<file path="src/rtl/subtrator_serial_ctrl_if.sv">
// Operand/result bundle for the bit-serial subtractor: the producer drives
// the request and operands, and the subtractor returns status and result.
interface subtrator_serial_ctrl_if #(
  parameter int WIDTH = 8
);
  logic             start;
  logic [WIDTH-1:0] a;
  logic [WIDTH-1:0] b;
  logic             busy;
  logic             done;
  logic [WIDTH-1:0] diff;
  logic             borrow_out;

  modport master (
    output start, a, b,
    input  busy, done, diff, borrow_out
  );

  modport slave (
    input  start, a, b,
    output busy, done, diff, borrow_out
  );
endinterface

</file>
<file path="src/rtl/subtrator_serial_ctrl.sv">
// Bit-serial unsigned subtractor: one full-subtractor cell, LSB first, one bit per clock,
// with the borrow carried between bit steps in a flop.
module subtrator_serial_ctrl #(
  parameter int WIDTH = 8
) (
  input  logic                     clk,
  input  logic                     rst,
  subtrator_serial_ctrl_if.slave   bus
);
  localparam int CW = (WIDTH > 1) ? $clog2(WIDTH) : 1;
  localparam logic [CW-1:0] LAST = CW'(WIDTH - 1);

  typedef enum logic [1:0] {
    IDLE = 2'b00,
    RUN  = 2'b01,
    DONE = 2'b10
  } state_t;

  state_t           state_q, state_d;
  logic [WIDTH-1:0] sa_q, sa_d;
  logic [WIDTH-1:0] sb_q, sb_d;
  logic [WIDTH-1:0] sr_q, sr_d;
  logic             bf_q, bf_d;
  logic [CW-1:0]    cnt_q, cnt_d;
  logic [WIDTH-1:0] diff_q, diff_d;
  logic             borrow_q, borrow_d;

  logic             cell_s;
  logic             cell_bout;
  logic [WIDTH-1:0] sr_shift;

  always_comb begin
    cell_s    = sa_q[0] ^ sb_q[0] ^ bf_q;
    cell_bout = (~sa_q[0] & sb_q[0]) | (~(sa_q[0] ^ sb_q[0]) & bf_q);
    // New bit enters at the MSB so the first (LSB) bit ends up at sr[0].
    sr_shift  = {cell_s, sr_q[WIDTH-1:1]};
  end

  always_comb begin
    state_d  = state_q;
    sa_d     = sa_q;
    sb_d     = sb_q;
    sr_d     = sr_q;
    bf_d     = bf_q;
    cnt_d    = cnt_q;
    diff_d   = diff_q;
    borrow_d = borrow_q;
    case (state_q)
      IDLE: begin
        if (bus.start) begin
          sa_d    = bus.a;
          sb_d    = bus.b;
          bf_d    = 1'b0;
          cnt_d   = '0;
          state_d = RUN;
        end
      end
      RUN: begin
        sr_d  = sr_shift;
        sa_d  = sa_q >> 1;
        sb_d  = sb_q >> 1;
        bf_d  = cell_bout;
        cnt_d = cnt_q + 1'b1;
        if (cnt_q == LAST) begin
          diff_d   = sr_shift;
          borrow_d = cell_bout;
          state_d  = DONE;
        end
      end
      DONE:    state_d = IDLE;
      default: state_d = IDLE;
    endcase
  end

  always_ff @(posedge clk) begin
    if (rst) begin
      state_q  <= IDLE;
      sa_q     <= '0;
      sb_q     <= '0;
      sr_q     <= '0;
      bf_q     <= 1'b0;
      cnt_q    <= '0;
      diff_q   <= '0;
      borrow_q <= 1'b0;
    end else begin
      state_q  <= state_d;
      sa_q     <= sa_d;
      sb_q     <= sb_d;
      sr_q     <= sr_d;
      bf_q     <= bf_d;
      cnt_q    <= cnt_d;
      diff_q   <= diff_d;
      borrow_q <= borrow_d;
    end
  end

  assign bus.busy       = (state_q == RUN);
  assign bus.done       = (state_q == DONE);
  assign bus.diff       = diff_q;
  assign bus.borrow_out = borrow_q;
endmodule

</file>
<file path="src/flat_wrapper.sv">
// flat-port wrapper written by rule: the top's interface ports become plain ports
module subtrator_serial_ctrl_flat 
#(
  parameter int WIDTH = 8
)
  (clk, rst, bus_start, bus_a, bus_b, bus_busy, bus_done, bus_diff, bus_borrow_out);
  subtrator_serial_ctrl_if #(.WIDTH(WIDTH)) bus_i ();
  input  logic clk;
  input  logic rst;
  input wire logic [$bits(bus_i.start)-1:0] bus_start;
  input wire logic [$bits(bus_i.a)-1:0] bus_a;
  input wire logic [$bits(bus_i.b)-1:0] bus_b;
  output wire logic [$bits(bus_i.busy)-1:0] bus_busy;
  output wire logic [$bits(bus_i.done)-1:0] bus_done;
  output wire logic [$bits(bus_i.diff)-1:0] bus_diff;
  output wire logic [$bits(bus_i.borrow_out)-1:0] bus_borrow_out;
  assign bus_i.start = bus_start;
  assign bus_i.a = bus_a;
  assign bus_i.b = bus_b;
  assign bus_busy = bus_i.busy;
  assign bus_done = bus_i.done;
  assign bus_diff = bus_i.diff;
  assign bus_borrow_out = bus_i.borrow_out;
  subtrator_serial_ctrl #(.WIDTH(WIDTH)) u_core (.clk(clk), .rst(rst), .bus(bus_i));
endmodule
</file>
<file path="config.mk">
export PLATFORM = sky130hd
export DESIGN_NAME = subtrator_serial_ctrl_flat
export DESIGN_NICKNAME = d
export VERILOG_FILES = /design/src/rtl/subtrator_serial_ctrl_if.sv /design/src/rtl/subtrator_serial_ctrl.sv /design/src/flat_wrapper.sv
export SDC_FILE = /design/constraint.sdc
export NUM_CORES = 1
export LEC_CHECK = 0
export ABC_CLOCK_PERIOD_IN_PS = 3990
export CAP_MARGIN = 20
export CORE_AREA = 3 3 58 60
export CTS_BUF_LIST = sky130_fd_sc_hd__clkbuf_8
export DETAILED_ROUTE_END_ITERATION = 8
export DIE_AREA = 0 0 61 63
export GPL_ROUTABILITY_DRIVEN = 0
export PLACE_DENSITY = 0.87
export SLEW_MARGIN = 20
export SYNTH_ARGS = -nofsm -noshare
export SYNTH_HDL_FRONTEND = slang
export SYNTH_SLANG_ARGS = --single-unit
export TNS_END_PERCENT = 30
</file>
<file path="constraint.sdc">
create_clock -name clk -period 3.99 [get_ports clk]
set_input_delay 0.798 -clock clk [delete_from_list [all_inputs] [get_ports clk]]
set_output_delay 0.798 -clock clk [all_outputs]
set_load 0.03 [all_outputs]
</file>
==> flow_metrics.py <==
metrics = {
    "sta": {
        "rsz0062_at_grt": "no",
        "slew_headroom": 0.546,
        "period_minus_slack_ns": 2.91,
        "timing.hold.ws_ns": 0.456,
        "setup_violations": 0,
        "hold_violations": 0,
        "fmax_ghz": 0.344,
        "worstMarginPinSlew_ns": 0.681,
        "finalCritPeriodShare": 0.728,
        "clock_skew_ns": 0.00411,
        "setup_tns_ns": 0,
        "slew_viol_final": 0,
    },
    "synthesis": {
        "synthAdderAreaFrac": 0.0277,
        "synth-xor-area-share": 0,
        "yosys.area.top_type": "dfxtp_1",
        "synthSimpleGateAreaFrac": 0.152,
        "synth_area_leaders": "dfxtp_1, mux2i_1, a211oi_2",
        "synthArstFlopShare": 0,
        "yosysSeqAreaShare": 0.468,
        "synth_top_area_frac": 0.468,
        "syn_inst": 171,
        "yosysWarnings": 0,
        "synth_most_common_cell": "dfxtp_1",
        "synth_edf_count": 0,
        "ys_top_cells_by_count": "dfxtp_1, nand2_1, nor2_1, a21oi_1, mux2i_1",
        "syn_nets": 193,
        "synth_compound_area_frac": 0.188,
        "syn-cell-area_um2": 1630,
        "synth_top_family_by_area": "compound AO/OA/AOI/OAI gates",
        "synth_flop_cell": "dfxtp_1",
        "ys_types": 27,
        "synth-seq-cells": 38,
        "avgSynthCellArea_um2": 9.51,
        "synthMuxAreaShare": 0.0923,
    },
    "floorplanning": {
        "die_area_um2": 3840,
        "coreArea_um2": 2980,
        "dieHeight_um": 63,
        "rows": 20,
        "die_width_um": 61,
        "start_util": 0.546,
        "ios": 30,
    },
    "setup_path": {
        "critPathCaptureType": "output pin",
        "critPathKind": "flop to output pin",
        "critPathSlowestCell": "clkdlybuf4s50_1",
        "path_cells": "buf_4 > nand2b_1 > inv_2 > clkdlybuf4s50_1",
        "r2r-start": "u_core.state_q[0]",
        "path_buf_inv": 3,
        "r2r_setup_slack_ns": 2.24,
        "cp.arrival_ns": 2.11,
        "cpLargestDelayFamily": "buffers and inverters",
        "crit_fanout": 24,
        "cp-start-kind": "flop",
        "r2r_end": "u_core.sa_q[2]",
        "worst_r2r_path_depth": 4,
        "cp.required_ns": 3.19,
        "max_stage_delay_ns": 0.70,
    },
    "global_route": {
        "overflow": 0,
        "grt_pass1_vias": 1197,
        "grt.total_usage": 0.180,
        "grt_max_degree": 39,
        "grt_pass1_wl_um": 5290,
        "antenna_found_initial": 0,
    },
    "hold_path": {
        "hold_path_end": "u_core.bus.diff[2]",
        "hold_start": "u_core.bus.diff[2]",
        "hold_depth": 2,
        "hold_path_class": "flop to flop",
    },
    "detailed_routing": {
        "postRouteAntennaNets": 0,
        "wirelength_um": 2990,
        "dr.pass1.iters": 5,
        "drc": 0,
        "vias": 1229,
        "avgRoutedWirePerCell_um": 13.0,
        "drt-initial-drc-count": 60,
        "vias_per_cell": 5.37,
    },
    "final_layout": {
        "fin_util": 0.655,
        "final_cell_area_um2": 1950,
        "nets": 218,
        "syn_to_final_growth_pct": 19.9,
        "n_antenna_cell": 0,
        "drive_gt1_frac": 0.107,
    },
    "cts": {
        "clk_path_buf_depth": 2,
        "post-cts-setup-buffers": 0,
        "cts_tree": "yes",
        "holdBufCountCts": 0,
        "cts_htree_levels": 2,
        "cts_resized": 0,
        "cts_root_buffer": "clkbuf_8",
        "clk_pin_slew_ns": 0.07,
        "clock_sinks": 38,
        "numCtsBuffers": 5,
        "clock_latency_ns": 0.28,
    },
    "pwr": {
        "p_total_uw": 742,
        "vdd_drop_max_v": 0.000238,
        "power_density_nw_per_um2": 380,
        "p_leak_uw": 0.000711,
    },
    "placement": {
        "hpwlAfterDp_um": 2010,
        "postPlaceCellArea_um2": 1870,
        "port_buffers": 29,
    },
    "run": {
        "drv_cap": 0,
    },
    "run_status": {
        "outcome": "finished, final reports clean",
    },
}
## cells by family (layout without fill, tap and decap cells)
| kind of cell | count (synthesis) | after routing |
|---|---|---|
| AOI/OAI and AO/OA | 40 | 40 |
| adders and majority gates | 3 | 3 |
| buffers and inverters | 17 | 42 |
| DFF | 38 | 38 |
| muxes | 15 | 15 |
| and+or+nand+nor | 58 | 58 |
## report_power, final
part | switching [uW] | internal [uW]
Sequential | 9.21 | 397
Clock | 126 | 117
Combinational | 47.7 | 45.5
## worst max path at each step
stage	start	endpoint	cells after the start
final	u_core.state_q[0]	bus_busy	4
after floorplan	u_core.state_q[0]	bus_done	3
after global routing	u_core.state_q[0]	bus_busy	4
after CTS	u_core.state_q[0]	bus_busy	4
after detailed placement	u_core.state_q[0]	bus_busy	4
after global placement	u_core.state_q[0]	bus_busy	4
## state kept, by name, indices dropped and copies added, names as in the netlist
signal	count
u_core.sa_q	8
u_core.sb_q	8
u_core.cnt_q	3
u_core.bus.borrow_out	1
u_core.sr_q	7
u_core.state_q	2
u_core.bf_q	1
u_core.bus.diff	8
## cell type report
cell class	count	area, um^2
clock buffers	5	68.8
clock inverters	2	10.0
fillers	237	1030
inverters	4	15.0
multi-input cells	116	749
flip-flops and latches	38	761
well taps	33	41.3
repair buffers	31	305
## worst min-delay path: stages (launching register included)
cell and delay (ns):
dfxtp_1 0.31, nand2_1 0.05, a21oi_1 0.05
## placed cells by master, fill, tap and decap left out, types with 3 or more instances in the layout
cell / netlist / layout
dfxtp_1: 38 / 38
nand2_1: 30 / 30
clkdlybuf4s50_1: 0 / 29
nor2_1: 21 / 21
a21oi_1: 17 / 17
mux2i_1: 15 / 15
a211oi_2: 10 / 10
a211oi_1: 6 / 6
clkbuf_8: 0 / 5
inv_1: 3 / 3
## per-layer routing
| layer | track usage | wire length [um] |
|---|---|---|
| met1 | 0.225 | 1390 |
| met4 | 0.0786 | 68 |
| met5 | 0 | 0 |
| met3 | 0.0579 | 101 |
| met2 | 0.278 | 1430 |
## metrics by stage
stage / setup slack [ns] / cells
3_5_place_dp: 1.39 / 222
2_1_floorplan: 2.13 / 171
6_report: 1.08 / 229
4_1_cts: 1.07 / 229
5_1_grt: 0.946 / 229
3_3_place_gp: 1.44 / 222
Note: power is estimated with default switching activity, not from simulation.
